File: src/rtl/conveng_pkg.sv
// Shared types and default sizes for the convolution engine output stage.
package conveng_pkg;

  localparam int XB_DEF    = 10;
  localparam int YB_DEF    = 10;
  localparam int PB_DEF    = 8;
  localparam int DEPTH_DEF = 4;

  typedef enum logic [1:0] {
    IDLE = 2'd0,
    RUN  = 2'd1,
    DONE = 2'd2
  } state_e;

endpackage

File: src/rtl/px_out_ctrl_if.sv
// Pixel handshake bundle: result stream in from the datapath, pixel stream out.
// The slave modport is the output stage itself; master is the surrounding logic.
interface px_out_ctrl_if #(
  parameter int PB = 8
);
  logic [PB-1:0] res_data;
  logic          res_valid;
  logic          res_ready;
  logic [PB-1:0] px_out_data;
  logic          px_out_valid;
  logic          px_out_ready;
  logic          px_out_last_x;
  logic          px_out_last_y;

  modport slave (
    input  res_data, res_valid, px_out_ready,
    output res_ready, px_out_data, px_out_valid, px_out_last_x, px_out_last_y
  );

  modport master (
    output res_data, res_valid, px_out_ready,
    input  res_ready, px_out_data, px_out_valid, px_out_last_x, px_out_last_y
  );
endinterface

File: src/rtl/px_fifo.sv
// First-word fall-through FIFO, DEPTH entries of PB bits. Head entry is always
// visible on dout; flush empties it in one cycle and has priority over push/pop.
module px_fifo #(
  parameter int DEPTH = 4,
  parameter int PB    = 8,
  localparam int AW   = $clog2(DEPTH)
) (
  input  logic          clk,
  input  logic          rst,
  input  logic          flush,
  input  logic          push,
  input  logic          pop,
  input  logic [PB-1:0] din,
  output logic [PB-1:0] dout,
  output logic          full,
  output logic          empty,
  output logic [AW:0]   count
);

  localparam logic [AW:0] FULL_CNT = (AW + 1)'(DEPTH);

  logic [PB-1:0] mem_q [DEPTH];
  logic [PB-1:0] mem_d [DEPTH];
  logic [AW-1:0] wr_q, wr_d, rd_q, rd_d;
  logic [AW:0]   cnt_q, cnt_d;
  logic          push_ok, pop_ok;

  assign full    = (cnt_q == FULL_CNT);
  assign empty   = (cnt_q == '0);
  assign count   = cnt_q;
  assign dout    = mem_q[rd_q];
  assign push_ok = push && !full;
  assign pop_ok  = pop && !empty;

  // Next pointer/occupancy/storage; pointers wrap naturally mod DEPTH.
  always_comb begin
    mem_d = mem_q;
    wr_d  = wr_q;
    rd_d  = rd_q;
    cnt_d = cnt_q;
    if (flush) begin
      wr_d  = '0;
      rd_d  = '0;
      cnt_d = '0;
    end else begin
      if (push_ok) begin
        mem_d[wr_q] = din;
        wr_d        = wr_q + AW'(1);
      end else begin
        wr_d = wr_q;
      end
      if (pop_ok) begin
        rd_d = rd_q + AW'(1);
      end else begin
        rd_d = rd_q;
      end
      cnt_d = cnt_q + {{AW{1'b0}}, push_ok} - {{AW{1'b0}}, pop_ok};
    end
  end

  // FIFO state registers; storage is cleared on reset so dout reads zero.
  always_ff @(posedge clk or posedge rst) begin
    if (rst) begin
      for (int i = 0; i < DEPTH; i++) mem_q[i] <= '0;
      wr_q  <= '0;
      rd_q  <= '0;
      cnt_q <= '0;
    end else begin
      mem_q <= mem_d;
      wr_q  <= wr_d;
      rd_q  <= rd_d;
      cnt_q <= cnt_d;
    end
  end

endmodule

File: src/rtl/px_out_ctrl.sv
// Output stage of the convolution engine: buffers results in a small FWFT FIFO,
// drives the pixel output stream and tags row/frame ends, then pulses done.
// Optional feature macro PX_OUT_STALL_CNT_EN adds the stall_cnt output.
module px_out_ctrl
  import conveng_pkg::*;
#(
  parameter int XB    = XB_DEF,
  parameter int YB    = YB_DEF,
  parameter int PB    = PB_DEF,
  parameter int DEPTH = DEPTH_DEF
) (
  input  logic          clk,
  input  logic          rst,
  input  logic [XB-1:0] cfg_width,
  input  logic [YB-1:0] cfg_height,
  input  logic          start,
  px_out_ctrl_if.slave  bus,
`ifdef PX_OUT_STALL_CNT_EN
  output logic [31:0]   stall_cnt,
`endif
  output logic          done
);

  localparam int          CW       = $clog2(DEPTH) + 1;
  localparam logic [CW-1:0] FULL_CNT = CW'(DEPTH);

  state_e        state_q, state_d;
  logic [XB-1:0] w_q, w_d, x_q, x_d;
  logic [YB-1:0] h_q, h_d, y_q, y_d;
  logic          res_ready_q, res_ready_d;
  logic          flush_s, push_s, pop_s;
  logic          full_s, empty_s, valid_s, last_x_s, last_y_s;
  logic [CW-1:0] count_s, count_next_s;
  logic [PB-1:0] head_s;

  assign valid_s  = !empty_s;
  assign push_s   = bus.res_valid && res_ready_q;
  assign pop_s    = valid_s && bus.px_out_ready;
  assign last_x_s = (x_q == (w_q - XB'(1)));
  assign last_y_s = (y_q == (h_q - YB'(1)));

  assign bus.res_ready     = res_ready_q;
  assign bus.px_out_valid  = valid_s;
  assign bus.px_out_data   = head_s;
  assign bus.px_out_last_x = valid_s && last_x_s;
  assign bus.px_out_last_y = valid_s && last_y_s;
  assign done              = (state_q == DONE);

  px_fifo #(.DEPTH(DEPTH), .PB(PB)) u_fifo (
    .clk   (clk),
    .rst   (rst),
    .flush (flush_s),
    .push  (push_s),
    .pop   (pop_s),
    .din   (bus.res_data),
    .dout  (head_s),
    .full  (full_s),
    .empty (empty_s),
    .count (count_s)
  );

  // Frame FSM and x/y beat counters; counters only move on an output pop.
  always_comb begin
    state_d = state_q;
    w_d     = w_q;
    h_d     = h_q;
    x_d     = x_q;
    y_d     = y_q;
    flush_s = 1'b0;
    case (state_q)
      IDLE: begin
        if (start) begin
          w_d = cfg_width;
          h_d = cfg_height;
          x_d = '0;
          y_d = '0;
          if ((cfg_width == '0) || (cfg_height == '0)) state_d = DONE;
          else                                         state_d = RUN;
        end else begin
          state_d = IDLE;
        end
      end
      RUN: begin
        if (pop_s) begin
          if (last_x_s) begin
            x_d = '0;
            if (last_y_s) begin
              state_d = DONE;
              flush_s = 1'b1;
            end else begin
              y_d = y_q + YB'(1);
            end
          end else begin
            x_d = x_q + XB'(1);
          end
        end else begin
          state_d = RUN;
        end
      end
      DONE:    state_d = IDLE;
      default: state_d = IDLE;
    endcase
  end

  // Ready is registered from the predicted next occupancy, so it never
  // depends combinationally on px_out_ready.
  always_comb begin
    if (flush_s) begin
      count_next_s = '0;
    end else begin
      count_next_s = count_s + {{(CW-1){1'b0}}, (push_s && !full_s)}
                             - {{(CW-1){1'b0}}, pop_s};
    end
    res_ready_d = (state_d == RUN) && (count_next_s != FULL_CNT);
  end

  // Control state registers.
  always_ff @(posedge clk or posedge rst) begin
    if (rst) begin
      state_q     <= IDLE;
      w_q         <= '0;
      h_q         <= '0;
      x_q         <= '0;
      y_q         <= '0;
      res_ready_q <= 1'b0;
    end else begin
      state_q     <= state_d;
      w_q         <= w_d;
      h_q         <= h_d;
      x_q         <= x_d;
      y_q         <= y_d;
      res_ready_q <= res_ready_d;
    end
  end

`ifdef PX_OUT_STALL_CNT_EN
  logic [31:0] stall_q, stall_d;

  assign stall_cnt = stall_q;

  // Saturating count of cycles holding a valid beat that is not accepted.
  always_comb begin
    if ((state_q == IDLE) && start) begin
      stall_d = '0;
    end else if (valid_s && !bus.px_out_ready && (stall_q != 32'hFFFF_FFFF)) begin
      stall_d = stall_q + 32'd1;
    end else begin
      stall_d = stall_q;
    end
  end

  // Stall counter register.
  always_ff @(posedge clk or posedge rst) begin
    if (rst) stall_q <= '0;
    else     stall_q <= stall_d;
  end
`endif

endmodule

File: src/flat_wrapper.sv
// flat-port wrapper written by rule: the top's interface ports become plain ports
module px_out_ctrl_flat import conveng_pkg::*;
#(
  parameter int XB    = XB_DEF,
  parameter int YB    = YB_DEF,
  parameter int PB    = PB_DEF,
  parameter int DEPTH = DEPTH_DEF
)
  (clk, rst, cfg_width, cfg_height, start, done, bus_res_data, bus_res_valid, bus_px_out_ready, bus_res_ready, bus_px_out_data, bus_px_out_valid, bus_px_out_last_x, bus_px_out_last_y);
  px_out_ctrl_if #(.PB(PB)) bus_i ();
  input  logic clk;
  input  logic rst;
  input  logic [XB-1:0] cfg_width;
  input  logic [YB-1:0] cfg_height;
  input  logic start;
  output logic done;
  input wire logic [$bits(bus_i.res_data)-1:0] bus_res_data;
  input wire logic [$bits(bus_i.res_valid)-1:0] bus_res_valid;
  input wire logic [$bits(bus_i.px_out_ready)-1:0] bus_px_out_ready;
  output wire logic [$bits(bus_i.res_ready)-1:0] bus_res_ready;
  output wire logic [$bits(bus_i.px_out_data)-1:0] bus_px_out_data;
  output wire logic [$bits(bus_i.px_out_valid)-1:0] bus_px_out_valid;
  output wire logic [$bits(bus_i.px_out_last_x)-1:0] bus_px_out_last_x;
  output wire logic [$bits(bus_i.px_out_last_y)-1:0] bus_px_out_last_y;
  assign bus_i.res_data = bus_res_data;
  assign bus_i.res_valid = bus_res_valid;
  assign bus_i.px_out_ready = bus_px_out_ready;
  assign bus_res_ready = bus_i.res_ready;
  assign bus_px_out_data = bus_i.px_out_data;
  assign bus_px_out_valid = bus_i.px_out_valid;
  assign bus_px_out_last_x = bus_i.px_out_last_x;
  assign bus_px_out_last_y = bus_i.px_out_last_y;
  px_out_ctrl #(.XB(XB), .YB(YB), .PB(PB), .DEPTH(DEPTH)) u_core (.clk(clk), .rst(rst), .cfg_width(cfg_width), .cfg_height(cfg_height), .start(start), .bus(bus_i), .done(done));
endmodule
File: config.mk
export PLATFORM = sky130hd
export DESIGN_NAME = px_out_ctrl_flat
export DESIGN_NICKNAME = d
export VERILOG_FILES = /design/src/rtl/conveng_pkg.sv /design/src/rtl/px_out_ctrl_if.sv /design/src/rtl/px_fifo.sv /design/src/rtl/px_out_ctrl.sv /design/src/flat_wrapper.sv
export SDC_FILE = /design/constraint.sdc
export NUM_CORES = 1
export LEC_CHECK = 0
export ABC_AREA = 1
export CAP_MARGIN = 25
export CORE_MARGIN = 5
export CORE_UTILIZATION = 25
export DETAILED_ROUTE_END_ITERATION = 6
export PLACE_DENSITY = 0.47
export SLEW_MARGIN = 10
export SYNTH_ARGS = -nofsm -noshare
export SYNTH_HDL_FRONTEND = slang
export SYNTH_SLANG_ARGS = --single-unit
File: constraint.sdc
create_clock -name clk -period 2.45 [get_ports clk]
set_clock_uncertainty 0.05 [all_clocks]
set_input_delay 0.49 -clock clk [delete_from_list [all_inputs] [get_ports clk]]
set_output_delay 0.49 -clock clk [all_outputs]
set_load 0.1 [all_outputs]
==> key figures, run 1 <==
Outcome
  • Status: complete, but fails checks
  • Failing checks: negative setup slack

Detailed routing
  • DRT iter0 DRCs: 209
  • Detailed-route via count: 4220
  • # DRC: 0
  • Vias per inst: 4.59
  • Routed Antenna Nets: 0
  • DRT Wirelength: 13.0 mm
  • Routed len/inst: 14.1 µm
  • Iteration count of the initial detailed-routing pass: 5

Power and ir drop
  • Switching Power: 3.87 mW
  • VDD IR max: 0.000953 V
  • Switching Share: 47.8%
  • Comb pwr share: 55.0%
  • Seq pwr share: 27.9%
  • Clock power share: 17.1%
  • Power per Cell Area: 1290 nW/µm²
  • Total leakage power: 2.91 nW
  • Internal Power: 4.23 mW

GRT
  • Largest net degree at the start of global routing: 83
  • All-layer global routing usage: 12.1%
  • Initial antenna violation count: 0
  • First-pass GRT wire length: 21.4 mm
  • Number of global-route vias before repair: 4159
  • GRT overflow: 0

Timing
  • Slew @ Worst Pin: 481 ps
  • Final hold viol count: 0
  • Part of the cycle the worst path needs: 103%
  • Final period demand of the worst path: 2520 ps
  • RSZ-0062 raised after global routing: yes
  • F_max: 0.397 GHz
  • Setup TNS: -107 ps
  • Worst rel slew slack: 67.9%
  • Worst setup margin: -70.7 ps
  • Final Max Tran Viols: 0
  • # setup viols final: 2

Clocking
  • TritonCTS buffer count: 9
  • CTS tree: yes
  • CTS root buffer: clkbuf_16
  • Max clock buf depth: 2
  • H-tree levels: 3
  • Hold Buf Count CTS: 0
  • Clk_lat worst skew: 350 ps
  • CTS Sinks: 82
  • Clock slew at reported path FFs: 70 ps

Hold path
  • Hold_sp: u_core.u_fifo.mem_q[23]
  • Hold/Removal Path Class: reg2reg

Floorplanning
  • Std cell rows: 50
  • Die H: 148 µm
  • Starting Density: 25.4%
  • Die span in x: 148 µm
  • Top-Level Pins: 46
  • Core Region: 18600 µm²
  • Die Area: 21800 µm²

Yosys
  • Top FF cell, synth: dfrtp_1
  • Adder-cell area share of the yosys netlist: 3.17%
  • Register area share after synthesis: 43.4%
  • Post-synth ARST share: 100%
  • Top cell type's share of synthesized area: 43.4%
  • Compound-Gate Fraction of Synth Area: 7.17%
  • Ys Warns: 0
  • Syn_nets: 653
  • Mapped Area: 4730 µm²
  • Largest cells by area after synthesis: dfrtp_1 (43%), nand2_1 (15%), nand4_1 (4.8%), nor2_1 (4.7%), inv_1 (4.4%)
  • Post-synth EDFFs: 0
  • Post-Synth XOR/XNOR Area: 6.40%
  • Top cell type by total area after synthesis: dfrtp_1
  • Post-synthesis mux area share: 0%
  • Largest family of logic cells by synthesized area: simple AND/OR/NAND/NOR gates
  • Flops & latches, synth: 82
  • Simple-Gate Fraction of Synth Area: 32.7%
  • Post-Synthesis Cells: 608
  • Yosys cell types: 37
  • Avg Inst Size Synth: 7.78 µm²

Placed design
  • Area post-placement: 5710 µm²
  • Pre-CTS setup slack: 90.1 ps
  • GP Congestion: 0.809
  • Port buffer count: 45
  • Placed Instances: 890
  • HPWL reported at the end of detailed placement: 8.91 mm

Worst setup path
  • Worst reg2reg path startpoint: u_core.h_q[0]
  • Critical Path RT: 1910 ps
  • Startpoint Class: flop
  • Critical path class: reg2out
  • Worst Path Arrival: 1980 ps
  • Crit path max fanout: 3
  • CP endpoint kind: output port
  • Setup crit start: u_core.h_q[0]

Final layout
  • Area grow syn2layout: 33.3%
  • Commonest non-fill, non-tap cell in the layout: nand2_1
  • Most frequent cells in the layout: nand2_1 (180), dfrtp_1 (77), nor2_1 (52), inv_1 (47), nand4_1 (36)
  • Final cell count without fillers: 920
  • Final instance area: 6300 µm²
  • Antenna diode count: 0
  • Ratio of cells with drive above 1 in the final layout: 21.3%
  • Final Core Density: 33.8%
  • Nets: 726

Run
  • Max-cap violations: 0
==> sequential cells by signal, summed over array words and instances (netlist names) <==
name / flops
u_core.bus.res_ready: 1
u_core.u_fifo.wr_q: 2
u_core.w_q: 10
u_core.u_fifo.rd_q: 2
u_core.x_q: 10
u_core.state_q: 2
u_core.u_fifo.count: 3
u_core.h_q: 10
u_core.y_q: 10
u_core.u_fifo.mem_q: 32
==> per-stage QoR <==
| step | hold slack, ps | power (mW) |
|---|---|---|
| finish | 416 | 8.10 |
| CTS | 421 | 8.00 |
| detailed placement | 403 | 6.46 |
| global route | 441 | 8.66 |
| global placement | 401 | 6.41 |
| floorplan | 387 | 5.10 |
==> critical path, stage by stage, from the launching register on <==
cell	delay (ps)
dfrtp_1	390
inv_2	100
ha_4	210
xnor2_2	130
nor2_2	140
nand3_2	90
nor2_2	100
nand3_2	120
nor3_4	170
buf_12	200
==> area by class of cell <==
type                       count  area, µm²
fill                        1968      12300
multi-input combinational    448       2570
sequential                    82       2060
timing repair buffer          80        846
tap                          234        293
inverter                      60        235
clock buffer                   9        225
clock inverter                 7       76.3
==> cells in the mapped netlist, types with 4 or more instances <==
master,number
nand2_2,4
or2_2,6
o21ai_2,9
o21ai_0,35
o22ai_1,8
nand4_1,36
a21oi_1,7
xor2_1,18
nand2_1,183
ha_1,12
nor4_1,4
nand3_1,24
nor2_1,59
nor3_1,7
dfrtp_1,82
nor2_2,5
clkbuf_1,7
xnor2_1,14
buf_1,6
inv_1,55
==> kinds of logic (layout without fill, tap and decap cells) <==
kind of cell | Yosys count | after routing
XOR/XNOR | 33 | 33
buffers and inverters | 80 | 156
adder cells (fa/ha/maj) | 12 | 12
AO/OA/AOI/OAI | 59 | 59
flip-flops | 82 | 82
AND/OR/NAND/NOR | 342 | 344
==> power groups by stage <==
stage | clock, mW | sequential [mW] | combinational [mW]
after floorplan | 0 | 2.18 | 2.92
after global placement | 0 | 2.26 | 4.15
after detailed placement | 0 | 2.26 | 4.20
after CTS | 1.43 | 2.24 | 4.33
after global routing | 1.47 | 2.34 | 4.85
final | 1.38 | 2.26 | 4.46
==> final timing paths <==
check	end	slack, ps	cells after the start
hold / removal	u_core.u_fifo.mem_q[23]	420	2
setup / recovery	bus_px_out_last_y	-70	9
hold reg to reg	u_core.u_fifo.mem_q[23]	420	2
setup reg to reg	u_core.u_fifo.wr_q[0]	50	14
max in group asynchronous	u_core.x_q[2]	1410	3
min in group asynchronous	u_core.h_q[0]	570	3
==> routing by layer <==
metal  vias up  wire length [µm]  global-route usage, %
li1       2109                 -                      -
met1      2017              6320                   16.3
met2        81              6060                   19.6
met3        13               438                   2.45
met4         0               185                   3.77
met5         -                 0                      0
==> what timing repair did <==
item                                    4_1_cts  5_1_grt
buffers inserted                              3        9
gates cloned                                  0        2
pin swaps                                    12       17
endpoints found under the setup margin        2       15
gates resized for setup                      17       32
No activity file was read; power rests on OpenSTA's default activity.
==> run 2: changes to the inputs <==
- CORE_MARGIN: 5 -> default
==> run 2 against run 1 <==
Compared with the run above: the flow still finishes with violations (negative setup slack); cell count down 1.5%; critical path depth unchanged; clock-buffer cell count unchanged; wire length down 2.8%; worst hold slack better by 8.6 ps; sequential power about the same; core utilization down 0.29 points; non-clock buffer count down 7; via count down 1.9%; combinational power down 3%; first-iteration DRC count down 16%; sequential share of layout area up 0.93 points.
==> key figures, run 2 (synthesis gave the netlist of run 1 again) <==
Outcome
  • Status: complete, but fails checks
  • Failing checks: negative setup slack

Clocking
  • CTS Sinks: 82
  • Clk_lat worst skew: 350 ps
  • Max clock buf depth: 2
  • TritonCTS buffer count: 9
  • CTS root buffer: clkbuf_16
  • Clock slew at reported path FFs: 80 ps
  • CTS tree: yes
  • H-tree levels: 3

Worst setup path
  • Worst Path Arrival: 1970 ps
  • Critical path class: reg2out
  • CP endpoint kind: output port
  • Startpoint Class: flop
  • Crit path max fanout: 4
  • Critical Path RT: 1910 ps

Detailed routing
  • DRT iter0 DRCs: 176
  • Routed len/inst: 14.0 µm
  • DRT Wirelength: 12.7 mm
  • Iteration count of the initial detailed-routing pass: 4
  • Detailed-route via count: 4138
  • Vias per inst: 4.57
  • Routed Antenna Nets: 0
  • # DRC: 0

Power and ir drop
  • Power per Cell Area: 1310 nW/µm²
  • Seq pwr share: 28.2%
  • Comb pwr share: 54.3%
  • Switching Power: 3.83 mW
  • Clock power share: 17.5%
  • VDD IR max: 0.00101 V
  • Power, Total: 8.00 mW
  • Total leakage power: 2.85 nW
  • Switching Share: 47.9%
  • Internal Power: 4.16 mW

GRT
  • All-layer global routing usage: 13.9%
  • Largest net degree at the start of global routing: 83
  • Initial antenna violation count: 0
  • Number of global-route vias before repair: 4195
  • GRT overflow: 0
  • First-pass GRT wire length: 21.3 mm

Timing
  • Min Hold Slack: 425 ps
  • Final hold viol count: 0
  • Slew @ Worst Pin: 476 ps
  • Final Max Tran Viols: 0
  • Part of the cycle the worst path needs: 102%
  • RSZ-0062 raised after global routing: yes
  • # setup viols final: 2
  • F_max: 0.399 GHz
  • Final period demand of the worst path: 2510 ps
  • Setup TNS: -73.9 ps
  • Worst setup margin: -56.3 ps
  • Worst rel slew slack: 68.2%

Floorplanning
  • Die span in x: 140 µm
  • Core Region: 18300 µm²
  • Top-Level Pins: 46
  • Starting Density: 25.9%
  • Die H: 140 µm
  • Std cell rows: 49
  • Die Area: 19500 µm²

Final layout
  • Commonest non-fill, non-tap cell in the layout: nand2_1
  • Antenna diode count: 0
  • Ratio of cells with drive above 1 in the final layout: 18.3%
  • Largest reg by FF count: u_core.u_fifo.mem_q
  • Max reg flops: 32
  • Final cell count without fillers: 906
  • Area grow syn2layout: 29.5%
  • Final instance area: 6120 µm²
  • Nets: 717
  • Most frequent cells in the layout: nand2_1 (183), dfrtp_1 (78), nor2_1 (53), inv_1 (48), nand4_1 (36)
  • Final Core Density: 33.5%

Placed design
  • GP Congestion: 0.847
  • Pre-CTS setup slack: 68.7 ps
  • Port buffer count: 45
  • Placed Instances: 883
  • Area post-placement: 5690 µm²
  • HPWL reported at the end of detailed placement: 8.81 mm

Hold path
  • Hold/Removal Path Class: reg2reg

Run
  • Max-cap violations: 0
run 2: changes by cell type in the layout (fill, tap and decap cells not counted), sizes merged:
| cell | previous run | this run |
|---|---|---|
| buf | 48 | 41 |
| nand3 | 29 | 28 |
| nand2 | 189 | 188 |
run 2: final timing paths:
path / startpoint / end / slack, ps / cells past startpoint
setup / recovery: u_core.h_q[3] / bus_px_out_last_y / -60 / 9
hold / removal: u_core.u_fifo.mem_q[20] / u_core.u_fifo.mem_q[20] / 420 / 2
setup reg to reg: u_core.h_q[0] / u_core.u_fifo.count[2] / 210 / 13
hold reg to reg: u_core.u_fifo.mem_q[20] / u_core.u_fifo.mem_q[20] / 420 / 2
max in group asynchronous: rst / u_core.u_fifo.rd_q[1] / 1410 / 3
min in group asynchronous: rst / u_core.h_q[9] / 550 / 3
run 2: power groups by stage:
stage                     clock network (mW)  logic [mW]  registers, mW
after floorplan                            0        2.92           2.18
after global placement                     0        4.16           2.25
after detailed placement                   0        4.20           2.26
after CTS                               1.44        4.32           2.24
after global routing                    1.51        4.72           2.32
final                                   1.40        4.34           2.25
run 2: final cells by class:
type,instances,area [µm²]
multi-input combinational,446,2470
sequential,82,2060
clock inverter,7,78.8
timing repair buffer,73,773
fill,1919,12100
clock buffer,9,225
inverter,60,235
tap,229,287
run 2: critical path, cell delays in order (launching register included):
cell,delay [ps]
dfrtp_2,450
nor2_2,140
nand2_1,90
nor2_2,130
nand3_1,120
xor2_1,160
inv_2,50
nand2_2,70
nor3_4,210
buf_12,200
run 2: layer usage:
layer / part of all wire (%) / up-vias / GRT usage (%) / routed length (µm)
li1: - / 2088 / - / -
met1: 49 / 1956 / 18.7 / 6240
met2: 46 / 79 / 22.1 / 5760
met3: 3.8 / 15 / 2.89 / 480
met4: 1.4 / 0 / 4.45 / 171
met5: 0 / - / 0 / 0
run 2: repair_timing:
| action | CTS | global route |
|---|---|---|
| hold endpoints to repair | 0 | 0 |
| setup buffers | 5 | 2 |
| hold buffers | 0 | 0 |
| pin swaps | 8 | 7 |
| gates resized for setup | 10 | 13 |
| endpoints found under the setup margin | 2 | 35 |
==> run 3: changes to the inputs <==
- CORE_MARGIN: default -> 2
==> run 3 against run 2 <==
Compared with the run above: the run still ends with negative setup slack left; sequential power about the same; critical path type unchanged; core utilization increased by 0.50 points; combinational power increased by 1%; cell count increased by 1.4%; critical path depth decreased by 1.
==> key figures, run 3 (synthesis gave the netlist of run 1 again) <==
Final layout
  • Nets: 725
  • Commonest non-fill, non-tap cell in the layout: nand2_1
  • Final instance area: 6340 µm²
  • Ratio of cells with drive above 1 in the final layout: 20.9%
  • Largest reg by FF count: u_core.u_fifo.mem_q
  • Max reg flops: 32
  • Area grow syn2layout: 34.1%
  • Final Core Density: 34.0%
  • Antenna diode count: 0
  • Most frequent cells in the layout: nand2_1 (179), dfrtp_1 (77), nor2_1 (54), inv_1 (47), nand4_1 (36)

Placed design
  • Area post-placement: 5690 µm²
  • HPWL reported at the end of detailed placement: 8.81 mm
  • GP Congestion: 0.790
  • Pre-CTS setup slack: 125 ps
  • Port buffer count: 45

GRT
  • First-pass GRT wire length: 20.6 mm
  • Largest net degree at the start of global routing: 83
  • All-layer global routing usage: 13.0%
  • Initial antenna violation count: 0
  • Number of global-route vias before repair: 4083
  • GRT overflow: 0

Worst setup path
  • Startpoint Class: flop
  • Worst Path Arrival: 1970 ps
  • CP endpoint kind: output port
  • Slowest-stage cell, CP: dfrtp_1
  • Critical path class: reg2out
  • CP peak stage delay: 410 ps
  • Crit-path cells: inv_2, ha_4, nand3_2, nor2_2, xor2_1, nand2_2, nor3_4, buf_12
  • Critical Path RT: 1910 ps
  • Crit path max fanout: 4

Clocking
  • CTS Sinks: 82
  • Max clock buf depth: 2
  • Clk_lat worst skew: 350 ps
  • CTS root buffer: clkbuf_16
  • Clock slew at reported path FFs: 70 ps
  • TritonCTS buffer count: 9
  • H-tree levels: 3
  • Hold Buf Count CTS: 0
  • CTS tree: yes

Detailed routing
  • Vias per inst: 4.56
  • Routed Antenna Nets: 0
  • # DRC: 0
  • Detailed-route via count: 4191
  • Routed len/inst: 14.1 µm
  • Iteration count of the initial detailed-routing pass: 6
  • DRT Wirelength: 13.0 mm
  • DRT iter0 DRCs: 273

Timing
  • # setup viols final: 2
  • Worst setup margin: -64.7 ps
  • Part of the cycle the worst path needs: 103%
  • F_max: 0.398 GHz
  • Worst rel slew slack: 46.6%
  • Min Hold Slack: 421 ps
  • RSZ-0062 raised after global routing: yes
  • Final period demand of the worst path: 2510 ps
  • Final hold viol count: 0
  • Slew @ Worst Pin: 800 ps
  • Final Max Tran Viols: 0

Hold path
  • Hold/Removal Path Class: reg2reg

Outcome
  • Failing checks: negative setup slack
  • Status: complete, but fails checks

Floorplanning
  • Starting Density: 25.4%
  • Top-Level Pins: 46
  • Std cell rows: 50
  • Die H: 142 µm
  • Die span in x: 142 µm
  • Die Area: 20000 µm²
  • Core Region: 18600 µm²

Power and ir drop
  • Power, Total: 8.08 mW
  • Total leakage power: 2.94 nW
  • Power per Cell Area: 1270 nW/µm²
  • VDD IR max: 0.000881 V

Run
  • Max-cap violations: 0
run 3: cell count changes in the layout (fill, tap and decap cells not counted), sizes merged:
cell / before / now
buf: 41 / 45
bufinv: 0 / 1
clkbuf: 9 / 12
clkinv: 4 / 3
nand3: 28 / 29
run 3: final cells by class:
cell class / count / area, µm²
sequential: 82 / 2060
inverter: 60 / 231
timing repair buffer: 80 / 915
clock buffer: 9 / 225
clock inverter: 7 / 83.8
fill: 1946 / 12300
tap: 234 / 293
multi-input combinational: 447 / 2530
run 3: worst max-delay path: cells and delay by family, from the launching register on:
family	cells	cell delay (ps)
fa+ha+maj	1	170
flops	1	410
buf+inv	2	290
simple gates	4	570
xor+xnor	1	190
run 3: final timing paths:
path	from	to	slack, ps	cells past startpoint
worst max-delay path	u_core.h_q[1]	bus_px_out_last_y	-60	8
worst min-delay path	u_core.u_fifo.mem_q[31]	u_core.u_fifo.mem_q[31]	420	2
worst max register to register	u_core.h_q[1]	u_core.u_fifo.mem_q[16]	70	14
worst min register to register	u_core.u_fifo.mem_q[31]	u_core.u_fifo.mem_q[31]	420	2
max in group asynchronous	rst	u_core.bus.res_ready	1420	3
min in group asynchronous	rst	u_core.h_q[9]	570	3
run 3: timing repair:
item	4_1_cts	5_1_grt
pin swaps	13	17
setup endpoints to repair	2	36
resized for setup	12	34
gates cloned	0	5
setup buffers	4	7
run 3: power by group:
part           internal, mW  leakage [nW]  switching [mW]
Sequential             1.84          1.03           0.421
Clock                 0.810         0.149           0.620
Combinational          1.62          1.75            2.77
Total                  4.27          2.94            3.81
run 3: per-layer routing:
metal | GRT usage (%) | up-vias | routed length [µm]
li1 | - | 2120 | -
met1 | 17.4 | 1956 | 6200
met2 | 21.1 | 94 | 5970
met3 | 2.53 | 21 | 562
met4 | 4.68 | 0 | 242
met5 | 0 | - | 0
run 3: through the flow:
stage,cells,TNS (ps)
2_1_floorplan,608,-511
3_5_place_dp,887,0
4_1_cts,907,-266
6_report,919,-101
3_3_place_gp,887,0
5_1_grt,919,-2550
